[src/rtl/cpu_pkg.sv]
// Shared 6502 core definitions.
// Provides default bus widths, the fetch address used after reset, and the
// hardware vector locations (NMI, RESET, IRQ/BRK) that redirects target.
package cpu_pkg;

  localparam int unsigned CPU_ADDR_W = 16;
  localparam int unsigned CPU_DATA_W = 8;

  localparam logic [15:0] CPU_RESET_PC = 16'h0000;

  localparam logic [15:0] VEC_NMI   = 16'hFFFA;
  localparam logic [15:0] VEC_RESET = 16'hFFFC;
  localparam logic [15:0] VEC_IRQ   = 16'hFFFE;

endpackage

[src/rtl/prefetch_fifo.sv]
// Byte storage for the prefetch queue: DEPTH entries, circular read/write
// pointers and an occupancy count.
//   clk, reset_n : clock, asynchronous active-low reset
//   clear        : synchronous empty (pointers and count to zero)
//   wr_en/wr_data: append one byte at the tail
//   rd_en        : drop the head entry (caller only asserts when non-empty)
//   rd_data      : head entry
//   count        : occupied entries, 0..DEPTH
module prefetch_fifo #(
  parameter int unsigned DEPTH  = 4,
  parameter int unsigned DATA_W = 8
) (
  input  logic                       clk,
  input  logic                       reset_n,
  input  logic                       clear,
  input  logic                       wr_en,
  input  logic [DATA_W-1:0]          wr_data,
  input  logic                       rd_en,
  output logic [DATA_W-1:0]          rd_data,
  output logic [$clog2(DEPTH+1)-1:0] count
);

  localparam int unsigned PW = $clog2(DEPTH);
  localparam int unsigned CW = $clog2(DEPTH+1);

  logic [DATA_W-1:0] mem [DEPTH];
  logic [PW-1:0]     wr_ptr;
  logic [PW-1:0]     rd_ptr;

  always_ff @(posedge clk or negedge reset_n) begin
    if (!reset_n) begin
      for (int unsigned i = 0; i < DEPTH; i++) mem[i] <= '0;
      wr_ptr <= '0;
      rd_ptr <= '0;
      count  <= '0;
    end else if (clear) begin
      wr_ptr <= '0;
      rd_ptr <= '0;
      count  <= '0;
    end else begin
      if (wr_en) begin
        mem[wr_ptr] <= wr_data;
        wr_ptr      <= wr_ptr + PW'(1);
      end
      if (rd_en) rd_ptr <= rd_ptr + PW'(1);
      if (wr_en && !rd_en)      count <= count + CW'(1);
      else if (!wr_en && rd_en) count <= count - CW'(1);
    end
  end

  assign rd_data = mem[rd_ptr];

endmodule

[src/rtl/prefetch_queue.sv]
// Instruction prefetch unit for the 6502 core.
// Streams sequential byte reads from a fixed-latency memory port into a
// DEPTH-entry queue, tagging the head byte with its address.
//   clk, reset_n         : clock, asynchronous active-low reset
//   rdy                  : 6502 RDY; low stalls issue of new reads only
//   flush, flush_addr    : redirect; drops queue and in-flight reads
//   mem_req/mem_addr     : read request and its address
//   mem_rdata            : read data, MEM_LATENCY edges after the request
//   q_valid/q_data/q_pc  : head entry, its byte and its address
//   q_pop                : consume the head entry
//   q_count              : occupied entries
//   fetch_pc             : next address to be requested
module prefetch_queue
  import cpu_pkg::*;
#(
  parameter int unsigned        ADDR_W      = CPU_ADDR_W,
  parameter int unsigned        DATA_W      = CPU_DATA_W,
  parameter int unsigned        DEPTH       = 4,
  parameter int unsigned        MEM_LATENCY = 1,
  parameter logic [ADDR_W-1:0]  RESET_PC    = ADDR_W'(CPU_RESET_PC)
) (
  input  logic                       clk,
  input  logic                       reset_n,
  input  logic                       rdy,
  input  logic                       flush,
  input  logic [ADDR_W-1:0]          flush_addr,
  output logic                       mem_req,
  output logic [ADDR_W-1:0]          mem_addr,
  input  logic [DATA_W-1:0]          mem_rdata,
  output logic                       q_valid,
  output logic [DATA_W-1:0]          q_data,
  output logic [ADDR_W-1:0]          q_pc,
  input  logic                       q_pop,
  output logic [$clog2(DEPTH+1)-1:0] q_count,
  output logic [ADDR_W-1:0]          fetch_pc
);

  localparam int unsigned IW = $clog2(DEPTH + MEM_LATENCY + 1);

  // Bit i set: a read issued i+1 edges ago is still outstanding.
  logic [MEM_LATENCY-1:0] lat_sr;
  logic [IW-1:0]          inflight;
  logic [IW-1:0]          occupancy;
  logic                   push;
  logic                   pop;

  always_comb begin
    inflight = '0;
    for (int unsigned i = 0; i < MEM_LATENCY; i++)
      inflight = inflight + IW'(lat_sr[i]);
  end

  // Credit check counts reads already in flight, so a response always
  // finds a free slot.
  assign occupancy = IW'(q_count) + inflight;
  assign mem_req   = reset_n & rdy & ~flush & (occupancy < IW'(DEPTH));
  assign mem_addr  = fetch_pc;

  assign push    = lat_sr[MEM_LATENCY-1] & ~flush;
  assign q_valid = (q_count != '0);
  assign pop     = q_pop & q_valid & ~flush;

  always_ff @(posedge clk or negedge reset_n) begin
    if (!reset_n) begin
      lat_sr   <= '0;
      fetch_pc <= RESET_PC;
      q_pc     <= RESET_PC;
    end else if (flush) begin
      lat_sr   <= '0;
      fetch_pc <= flush_addr;
      q_pc     <= flush_addr;
    end else begin
      lat_sr <= (lat_sr << 1) | MEM_LATENCY'(mem_req);
      if (mem_req) fetch_pc <= fetch_pc + ADDR_W'(1);
      if (pop)     q_pc     <= q_pc + ADDR_W'(1);
    end
  end

  prefetch_fifo #(
    .DEPTH  (DEPTH),
    .DATA_W (DATA_W)
  ) u_fifo (
    .clk     (clk),
    .reset_n (reset_n),
    .clear   (flush),
    .wr_en   (push),
    .wr_data (mem_rdata),
    .rd_en   (pop),
    .rd_data (q_data),
    .count   (q_count)
  );

endmodule

[config.mk]
export PLATFORM = sky130hd
export DESIGN_NAME = prefetch_queue
export DESIGN_NICKNAME = d
export VERILOG_FILES = /design/src/rtl/cpu_pkg.sv /design/src/rtl/prefetch_fifo.sv /design/src/rtl/prefetch_queue.sv
export SDC_FILE = /design/constraint.sdc
export NUM_CORES = 1
export LEC_CHECK = 0
export ABC_AREA = 0
export BUFFER_PORTS_ARGS = -buffer_cell sky130_fd_sc_hd__buf_2
export CORE_ASPECT_RATIO = 0.8
export CORE_MARGIN = 2
export CORE_UTILIZATION = 25
export CTS_BUF_LIST = sky130_fd_sc_hd__clkbuf_4
export DETAILED_ROUTE_END_ITERATION = 6
export GPL_TIMING_DRIVEN = 0
export PLACE_DENSITY = 0.46
export SYNTH_ARGS = -nofsm -noshare
export SYNTH_HDL_FRONTEND = slang
export SYNTH_SLANG_ARGS = --single-unit
[constraint.sdc]
create_clock -name clk -period 2.65 [get_ports clk]
set_clock_uncertainty 0.15 [all_clocks]
set_input_delay 0.53 -clock clk [delete_from_list [all_inputs] [get_ports clk]]
set_output_delay 0.53 -clock clk [all_outputs]
set_load 0.01 [all_outputs]
Word-level counts from Yosys, hierarchy flattened. Cells that the tools add are included. Widths: inputs -> output; s select.

Magnitude comparators: 4. Reductions and logical operators: 11. Bitwise logic cells: 9. Add/sub/neg operators: 7. Mux-type cells: 18.

Operators with widths (count): $mux 16 (4); $add 16x1->16 const B (2); $bwmux 32 (1); $mux 8 (3); $bmux 8 s2 (1); $demux 8 s2 (1); $mux 3 (3); $mux 2 (4); $and 1x1->1 (6); $ge 3x3->1 const B (2); $not 2->3 (2); $reduce_bool 2->1 (3); $reduce_bool 3->1 (2); $add 2x1->2 const B (2); $add 3x1->3 (1); $add 3x1->3 const B (1); $logic_and 1x1->1 (3); $lt 3x1->1 const B (1); $lt 3x3->1 const B (1); $sub 3x1->3 const B (1); $logic_not 1->1 (2); $reduce_and 2->1 (1); $mux 1 (1); $not 1->1 (1).

Output and inout bits: 61. Logic and storage cells: 59. Register bits after elaboration: 72.

Depth between registers and ports, before layout. Gate-level depths: netlist (run 1).

Depth after elaboration: 7. Mapped depth: 8.

Cells and area by module. Synthesis (run 1) repeated with hierarchy kept, for this count alone.

Cells, all modules: 332. Area, all modules: 4055.1 µm².

By module, submodules not included: prefetch_queue (cells an instance 214, times used 1, area each 2065.7 µm²); prefetch_fifo (cells an instance 118, times used 1, area each 1989.4 µm²).

Worst setup path after synthesis (run 1). OpenSTA, ideal clock, no wires.

Path kind: reg2reg. Start: register u_fifo.count[0]. End: register u_fifo.count[2]. Cell stages (with the launch flop): 8. Required time: 2.364 ns. Setup slack: 0.587 ns. Library setup time: 0.136 ns. Arrival: 1.777 ns. Cells stage by stage: dfrtp_1 buf_4 o31ai_2 and2_1 fa_1 nor3b_1 o21ai_0 nor3b_1.

Longest elaborated chain between the ends: 7.

RTL lines: from (decl) (line prefetch_fifo.sv:20) `output logic [$clog2(DEPTH+1)-1:0] count`; from (signal assigned) (line prefetch_fifo.sv:46) `if (wr_en && !rd_en) count <= count + CW'(1);`; from (signal assigned) (line prefetch_fifo.sv:47) `else if (!wr_en && rd_en) count <= count - CW'(1);`; parallel branches: the longest is 7 deep, another holds $sub 3x1->3.

Several ways; the timed one is not identified. The select of a mux whose other input is x is not followed. A chain may end at the register's enable or synchronous reset.

Final worst setup path (run 1).
Start: input reset_n. End: output mem_req.

Longest elaborated chain between the ends: 3.

RTL lines: from (decl) (line prefetch_queue.sv:23) `input logic reset_n,`; $and 1x1->1 (3 in series) (line prefetch_queue.sv:56) `assign mem_req = reset_n & rdy & ~flush & (occupancy < IW'(DEPTH));`; to (decl) (line prefetch_queue.sv:27) `output logic mem_req,`.

Every way passes these cells.

==> results of run 1 <==
## area by class of cell
cell class / count / area share, %
multi-input cells: 224 / 37.4
clock buffers: 10 / 1.58
diodes: 1 / 0.0526
repair buffers: 96 / 12.1
plain buffers: 30 / 4.39
flip-flops and latches: 72 / 37.9
inverters: 7 / 0.552
well taps: 189 / 4.97
clock inverters: 6 / 1.05
## metal layers
layer  global-route usage, %  wire, um  vias to the layer above
met4                    3.60       116                        0
met1                    19.0      5220                     1475
met2                    19.4      4540                       54
met3                    5.31       480                        6
met5                       0         0                        -
li1                        -         -                     1446
## worst reg2reg max path: stages (launching register included)
cell and delay [ns]:
sky130_fd_sc_hd__dfrtp_1 0.42, sky130_fd_sc_hd__buf_4 0.18, sky130_fd_sc_hd__o31ai_2 0.50, sky130_fd_sc_hd__and2_1 0.22, sky130_fd_sc_hd__fa_1 0.18, sky130_fd_sc_hd__nor3b_1 0.25, sky130_fd_sc_hd__o21ai_0 0.12, sky130_fd_sc_hd__nor3b_1 0.14
## per-stage QoR
step | power [mW] | setup WS (ns) | cells | setup TNS [ns] | cell area (um^2)
2_1_floorplan | 2.24 | 0.587 | 334 | 0 | 3800
3_3_place_gp | 2.67 | -0.979 | 612 | -12.59 | 4480
3_5_place_dp | 2.69 | -0.201 | 613 | -0.602 | 4510
4_1_cts | 3.42 | 0.0291 | 634 | 0 | 4740
5_1_grt | 3.62 | 0.0159 | 635 | 0 | 4760
6_report | 3.37 | 0.0698 | 635 | 0 | 4760
## cells by family after synthesis
| kind of cell | Yosys count |
|---|---|
| buffers and inverters | 38 |
| adder cells (fa/ha/maj) | 7 |
| multiplexers | 49 |
| flip-flops | 72 |
| AND/OR/NAND/NOR | 98 |
| AO/OA/AOI/OAI | 54 |
| XOR/XNOR | 16 |
## registers in the layout (all words and copies together), names as in the netlist
register and flops:
u_fifo.wr_ptr 2, lat_sr 1, q_pc 16, u_fifo.rd_ptr 2, u_fifo.count 3, fetch_pc 16
u_fifo.mem 32
## placed cells by master, fill, tap and decap left out, types with 7 or more instances in the layout
cell                        n
sky130_fd_sc_hd__mux2_2    39
sky130_fd_sc_hd__dfrtp_1   72
sky130_fd_sc_hd__inv_1      7
sky130_fd_sc_hd__or3_1      9
sky130_fd_sc_hd__mux4_2     8
sky130_fd_sc_hd__a31oi_1   17
sky130_fd_sc_hd__nand3_1   10
sky130_fd_sc_hd__nor2_1    19
sky130_fd_sc_hd__buf_2     89
sky130_fd_sc_hd__or4_1      7
sky130_fd_sc_hd__o21ai_0    9
sky130_fd_sc_hd__clkbuf_4  11
sky130_fd_sc_hd__o31ai_1    7
sky130_fd_sc_hd__buf_4     19
sky130_fd_sc_hd__xnor2_1   10
sky130_fd_sc_hd__nand2_1   17
sky130_fd_sc_hd__nand4_1    9
## power by group
| part | internal [mW] | leakage [nW] | switching (mW) |
|---|---|---|---|
| Combinational | 0.620 | 1.14 | 0.596 |
| Sequential | 1.28 | 0.894 | 0.191 |
| Clock | 0.285 | 0.0703 | 0.396 |
## timing repair
| action | CTS | global route |
|---|---|---|
| hold buffers | 5 | 0 |
| endpoints found under the hold margin | 29 | 0 |
| setup buffers | 0 | 1 |
| pin swaps | 0 | 1 |
| gates resized for setup | 4 | 3 |
| endpoints found under the setup margin | 1 | 9 |
## worst max-delay path by stage
stage	slack, ns	endpoint	startpoint
2_1_floorplan	0.59	u_fifo.count[2]	u_fifo.count[0]
3_3_place_gp	-0.98	mem_req	reset_n
3_5_place_dp	-0.20	mem_req	reset_n
4_1_cts	0.03	mem_req	reset_n
5_1_grt	0.02	mem_req	u_fifo.count[2]
6_report	0.07	mem_req	reset_n
==> impl_results.rst, run 1 <==
.. list-table::
   :header-rows: 1

   * - Metric
     - Value
   * - R2r startpoint
     - u_fifo.count[0]
   * - Largest stage delay, worst path
     - about 0.54 ns
   * - CTS H-tree depth
     - 3
   * - Syn nets
     - 370
   * - DRC violation total after the first TritonRoute iteration
     - ~210
   * - Post-detailed-route via-to-cell ratio
     - 4.69
   * - DPL Wire Length
     - 7.38 mm
   * - Power density over the cells
     - just over 700 mW/mm^2
   * - Height of the die
     - around 110 um
   * - Nature of the critical path endpoint
     - primary output
   * - Main combinational cell family by area after synthesis
     - multiplexers
   * - Worst-path cell with the longest stage delay
     - sky130_fd_sc_hd__dlygate4sd3_1
   * - Most numerous cell in the Yosys netlist
     - sky130_fd_sc_hd__dfrtp_1
   * - Netlist Area Pre-Place
     - approximately 0.0038 mm^2
   * - Least-Margin Pin Slew
     - between 0.6 and 0.7 ns
   * - Count of nets left with antenna violations after detail routing
     - 0
   * - CP required
     - 1.97 ns
   * - Die outline area
     - ~0.016 mm^2
   * - Synth-to-Final Area Change
     - 25.1%
   * - Routed length per placed instance
     - between 15 and 20 um
   * - Commonest cells in the synthesized netlist
     - sky130_fd_sc_hd__dfrtp_1 (72), sky130_fd_sc_hd__mux2_2 (39), sky130_fd_sc_hd__nor2_1 (19)
   * - Maximum clock path buffer count
     - 2
   * - Floorplan core area
     - roughly 0.015 mm^2
   * - Clock sink total
     - 72
   * - Top-area cell type share of the netlist area
     - between 40 and 50%
   * - Cell family with the largest share of critical-path delay
     - buffers and inverters
   * - Fillcell total
     - roughly 1500
   * - Class of the most critical hold timing path
     - input port to flip-flop
   * - Mux share of post-synthesis cell area
     - between 10% and 20%
   * - Netlist cell types
     - between 40 and 50
   * - Post-layout minimum cycle time
     - 2.58 ns
   * - Worst IR Drop VDD
     - ~0.20 mV
   * - Worst reg-to-reg setup slack
     - 0.35 ns
   * - Main area contributors after synthesis
     - sky130_fd_sc_hd__dfrtp_1 (47%), sky130_fd_sc_hd__mux2_2 (12%), sky130_fd_sc_hd__mux4_2 (4.7%)
   * - Cell at the root of the clock tree
     - sky130_fd_sc_hd__clkbuf_4
   * - Grt total ovfl
     - 0
   * - Startpoint of the worst hold path
     - flush_addr[0]
   * - Post-synthesis share of cell area spent on xor and xnor gates
     - 3.69%
   * - Post-synthesis compound-gate area fraction
     - 9.51%
   * - Final Cycle Share
     - a little over nine tenths
   * - Clk pin slew, worst setup/hold paths
     - about 0.10 ns
   * - Post-route worst hold slack
     - around 0.19 ns
   * - Ys Warns
     - 0
   * - Vias in the first global route
     - between 2000 and 3000
   * - Number of remaining DRC errors
     - 0
   * - Cell count after synthesis
     - ~330
   * - Most frequently used flop master after synthesis
     - sky130_fd_sc_hd__dfrtp_1
   * - R2R cell count
     - 7
   * - Largest net degree at the start of global routing
     - 44
   * - Effective utilization at floorplan
     - ~25%
   * - Unrepaired setup endpoints after global routing
     - no
   * - Run status
     - finished, final reports clean
   * - Skew-Pair Late Insertion Delay
     - approximately 0.44 ns
   * - Simple-Gate Fraction of Synth Area
     - between 10 and 15%
   * - Largest area contributor in the synthesized netlist
     - sky130_fd_sc_hd__dfrtp_1
   * - Share of layout cells above drive strength 1
     - between 40 and 50%
   * - Final Hold Vio Count
     - 0
   * - Maxcap violations
     - 0
   * - Adder-cell share of the synthesized area
     - 2.50%
   * - Drt first pass iters
     - 6
   * - Worst path arrival time
     - about 1.9 ns
   * - Detailed Route WL
     - 10.4 mm
   * - Via total after detailed routing
     - approximately 3000
   * - Peak clock frequency supported by timing
     - 0.388 GHz
   * - Number of cells on the critical path
     - 7
   * - CP startpoint kind
     - input port
   * - Synthesized flop and latch total
     - 72
   * - Total routing usage reported by global routing
     - between 10 and 15%
   * - Clock buffer count from CTS
     - 9
   * - Number of enable-type register cells in the synthesized netlist
     - 0
   * - Worst slew margin relative to its limit
     - a little under three fifths
   * - Highest fanout seen on the critical path
     - 6
   * - Input/output buffers
     - 89
   * - Flip-flop and latch area
     - roughly 0.0018 mm^2
   * - Proportion of synthesized flip-flops having asynchronous set or reset
     - 100%
   * - Post-synthesis area per instance
     - roughly 11 um^2
   * - Static Leak
     - approximately 2.1 nW
   * - Multi-input gate area in the final layout
     - 0.00178 mm^2
   * - Fin nets
     - about 480
   * - Endpoint of the worst-slack reg-to-reg timing path
     - u_fifo.count[2]
   * - Cells on Worst Hold Path
     - 2
   * - Hold-critical path endpoint
     - q_pc[0]
   * - I/O Pins
     - 90
   * - Cells along the critical path
     - dlygate4sd3_1 > buf_6 > buf_16 > nand2_2 > a21oi_4 > and2_4 > buf_2
   * - Seq/Total Area, Yosys
     - roughly 47%
   * - TritonCTS clock tree
     - yes
   * - Final Slew Violations
     - 0
   * - Number of antenna violations at the first check in global routing
     - 1
   * - First-pass GRT wire length
     - 16.3 mm
   * - Post-layout utilization of the core
     - 31.8%
   * - Die span in x
     - about 140 um
   * - Gpl congestion
     - 0.816
   * - Buffering stage count on the worst path with inverters included
     - 4
   * - Site row count
     - 40
   * - Category of the critical setup timing path
     - input port to primary output
   * - Count of final setup violators
     - 0
Note: power is estimated with default switching activity, not from simulation.
==> run 2, diff against run 1 <==
--- a/config.mk
+++ b/config.mk
@@ -6,14 +6,14 @@
 export NUM_CORES = 1
 export LEC_CHECK = 0
 export ABC_AREA = 0
-export BUFFER_PORTS_ARGS = -buffer_cell sky130_fd_sc_hd__buf_2
 export CORE_ASPECT_RATIO = 0.8
 export CORE_MARGIN = 2
 export CORE_UTILIZATION = 25
 export CTS_BUF_LIST = sky130_fd_sc_hd__clkbuf_4
 export DETAILED_ROUTE_END_ITERATION = 6
+export DONT_BUFFER_PORTS = 1
 export GPL_TIMING_DRIVEN = 0
-export PLACE_DENSITY = 0.46
+export PLACE_DENSITY = 0.41
 export SYNTH_ARGS = -nofsm -noshare
 export SYNTH_HDL_FRONTEND = slang
 export SYNTH_SLANG_ARGS = --single-unit
==> run 2 against run 1 <==
Net effect: final area fell by 11%; wire length fell by 2.9%; utilization fell by 3.5 points; global-route usage fell by 0.43 points; setup slack improved by 0.076 ns; register-to-register slack barely moved; sequential power rose by 3%; sequential cell count did not move; via count fell by 10%; clock-buffer cell count fell by 1; die area did not move; final cell count fell by 15%.
==> impl_results.rst, run 2 (synthesized netlist as in run 1, its figures left out) <==
.. list-table::
   :header-rows: 1

   * - Metric
     - Value
   * - Run status
     - finished, final reports clean
   * - Nature of the critical path endpoint
     - primary output
   * - Post-route worst hold slack
     - about 0.070 ns
   * - Met3 GRT Util
     - between 5 and 6%
   * - Post-Place Cells
     - around 520
   * - Count of final setup violators
     - 0
   * - Floorplan core area
     - ~0.015 mm^2
   * - Grt total ovfl
     - 0
   * - Most congested layer reported by global routing
     - met2
   * - Category of the critical setup timing path
     - input port to primary output
   * - Clock sink total
     - between 70 and 80
   * - Power Total
     - 3.19 mW
   * - Site row count
     - 40
   * - GR met1 Demand/Resource
     - between 10% and 20%
   * - CTS H-tree depth
     - 3
   * - Highest fanout seen on the critical path
     - 10
   * - Final Cycle Share
     - between 90% and 100%
   * - Via total after detailed routing
     - roughly 2700
   * - Number of antenna violations at the first check in global routing
     - 1
   * - Vias in the first global route
     - roughly 2800
   * - Number of remaining DRC errors
     - 0
   * - Most used cells in the layout excluding fill and tap cells
     - sky130_fd_sc_hd__dfrtp_1 (70), sky130_fd_sc_hd__mux2_2 (39), sky130_fd_sc_hd__nor2_1 (19)
   * - R2R cell count
     - 7
   * - Worst path arrival time
     - approximately 1.8 ns
   * - Fin nets
     - between 300 and 400
   * - Worst IR Drop VDD
     - ~0.19 mV
   * - Gpl congestion
     - 0.725
   * - DRC violation total after the first TritonRoute iteration
     - about 110
   * - CP required
     - 1.97 ns
   * - Total routing usage reported by global routing
     - a little over an eighth
   * - Die span in x
     - 142 um
   * - Power density over the cells
     - ~750 mW/mm^2
   * - Height of the die
     - approximately 110 um
   * - Class of the most critical hold timing path
     - input port to flip-flop
   * - TritonCTS clock tree
     - yes
   * - Detailed Route WL
     - approximately 10 mm
   * - Drt first pass iters
     - 4
   * - Routed length per placed instance
     - approximately 19 um
   * - Worst slew margin relative to its limit
     - between 50% and 60%
   * - Most used cell along the critical path
     - sky130_fd_sc_hd__clkbuf_1
   * - Least-Margin Pin Slew
     - around 0.67 ns
   * - Max reg flops
     - 32
   * - Post-route non-filler standard cell count
     - 542
   * - Peak clock frequency supported by timing
     - between 0.3 and 0.4 GHz
   * - First-pass GRT wire length
     - roughly 16 mm
   * - Largest registers
     - u_fifo.mem (32), fetch_pc (16), q_pc (16)
   * - Die outline area
     - between 0.015 and 0.02 mm^2
   * - Effective utilization at floorplan
     - between 20 and 30%
   * - I/O Pins
     - 90
   * - DPL Wire Length
     - between 7 and 8 mm
   * - Cells on Worst Hold Path
     - 1
   * - Cell at the root of the clock tree
     - sky130_fd_sc_hd__clkbuf_4
   * - Skew-Pair Late Insertion Delay
     - approximately 0.45 ns
   * - Commonest non-fill, non-tap cell in the layout
     - sky130_fd_sc_hd__dfrtp_1
   * - Largest stage delay, worst path
     - between 0.4 and 0.5 ns
   * - Input/output buffers
     - 0
   * - Static Leak
     - about 1.7 nW
   * - Count of nets left with antenna violations after detail routing
     - 0
   * - Synth-to-Final Area Change
     - 11.3%
   * - Cells along the critical path
     - inv_1 > clkbuf_1 > clkbuf_1 > and2_1
   * - Maxcap violations
     - 0
   * - Post-detailed-route via-to-cell ratio
     - 4.94
   * - Met2 track utilization from global routing
     - between 20% and 30%
   * - Finished Cell Area
     - 0.00423 mm^2
   * - Clock buffer count from CTS
     - 9
   * - Final Hold Vio Count
     - 0
   * - Clk pin slew, worst setup/hold paths
     - between 0.1 and 0.15 ns
   * - Placed cell area
     - about 0.0040 mm^2
   * - CP startpoint kind
     - input port
   * - Worst-path cell with the longest stage delay
     - sky130_fd_sc_hd__clkbuf_1
   * - Fillcell total
     - ~1500
   * - Final Slew Violations
     - 0
   * - Top reg by flops
     - u_fifo.mem
   * - Post-layout minimum cycle time
     - 2.50 ns
   * - Largest net degree at the start of global routing
     - 73
   * - Maximum clock path buffer count
     - 2
   * - Share of layout cells above drive strength 1
     - a little over a quarter
run 2: worst paths after layout:
path | startpoint | end | slack (ns)
worst max register to register | u_fifo.count[0] | u_fifo.count[2] | 0.35
min in group asynchronous | reset_n | u_fifo.mem[7] | 0.46
max in group asynchronous | reset_n | u_fifo.count[0] | 1.57
worst min-delay path | mem_rdata[3] | u_fifo.mem[19] | 0.07
worst min register to register | u_fifo.mem[14] | u_fifo.mem[14] | 0.37
worst max-delay path | flush | mem_req | 0.15
run 2: metal layers:
metal	routed length [um]	share of wire [%]
met1	4440	44
met2	4650	46
met3	848	8.4
met4	123	1.2
met5	0	0
run 2: stage by stage:
step	util, %	setup slack (ns)	setup TNS (ns)
2_1_floorplan	-	0.587	0
3_3_place_gp	27.0	0.128	0
3_5_place_dp	27.0	0.143	0
4_1_cts	28.2	0.00395	0
5_1_grt	28.3	-0.0101	-0.0101
6_report	28.3	0.146	0
run 2: critical path, delay by kind of cell:
family        cells  cell delay (ns)
simple gates      1             0.28
buf+inv           3             1.02
run 2: repair_timing:
item | 4_1_cts | 5_1_grt
endpoints found under the setup margin | 1 | 1
setup buffers | 0 | 0
gates resized for setup | 1 | 3
endpoints found under the hold margin | 72 | 0
hold buffers | 2 | 0
run 2: power breakdown:
group	switching (mW)	total, mW	internal [mW]
Sequential	0.243	1.52	1.28
Clock	0.434	0.721	0.286
Combinational	0.494	0.948	0.454
run 2: layout make-up:
type                            instances  area (um^2)  area share, %
Timing Repair Buffer                    2         37.5          0.887
Multi-Input combinational cell        224         1780           42.0
Sequential cell                        72         1800           42.7
Clock inverter                          7         71.3           1.69
Antenna cell                            1         2.50         0.0592
Buffer                                 31          209           4.94
Tap cell                              189          236           5.59
Inverter                                7         26.3          0.621
Clock buffer                            9         67.6           1.60
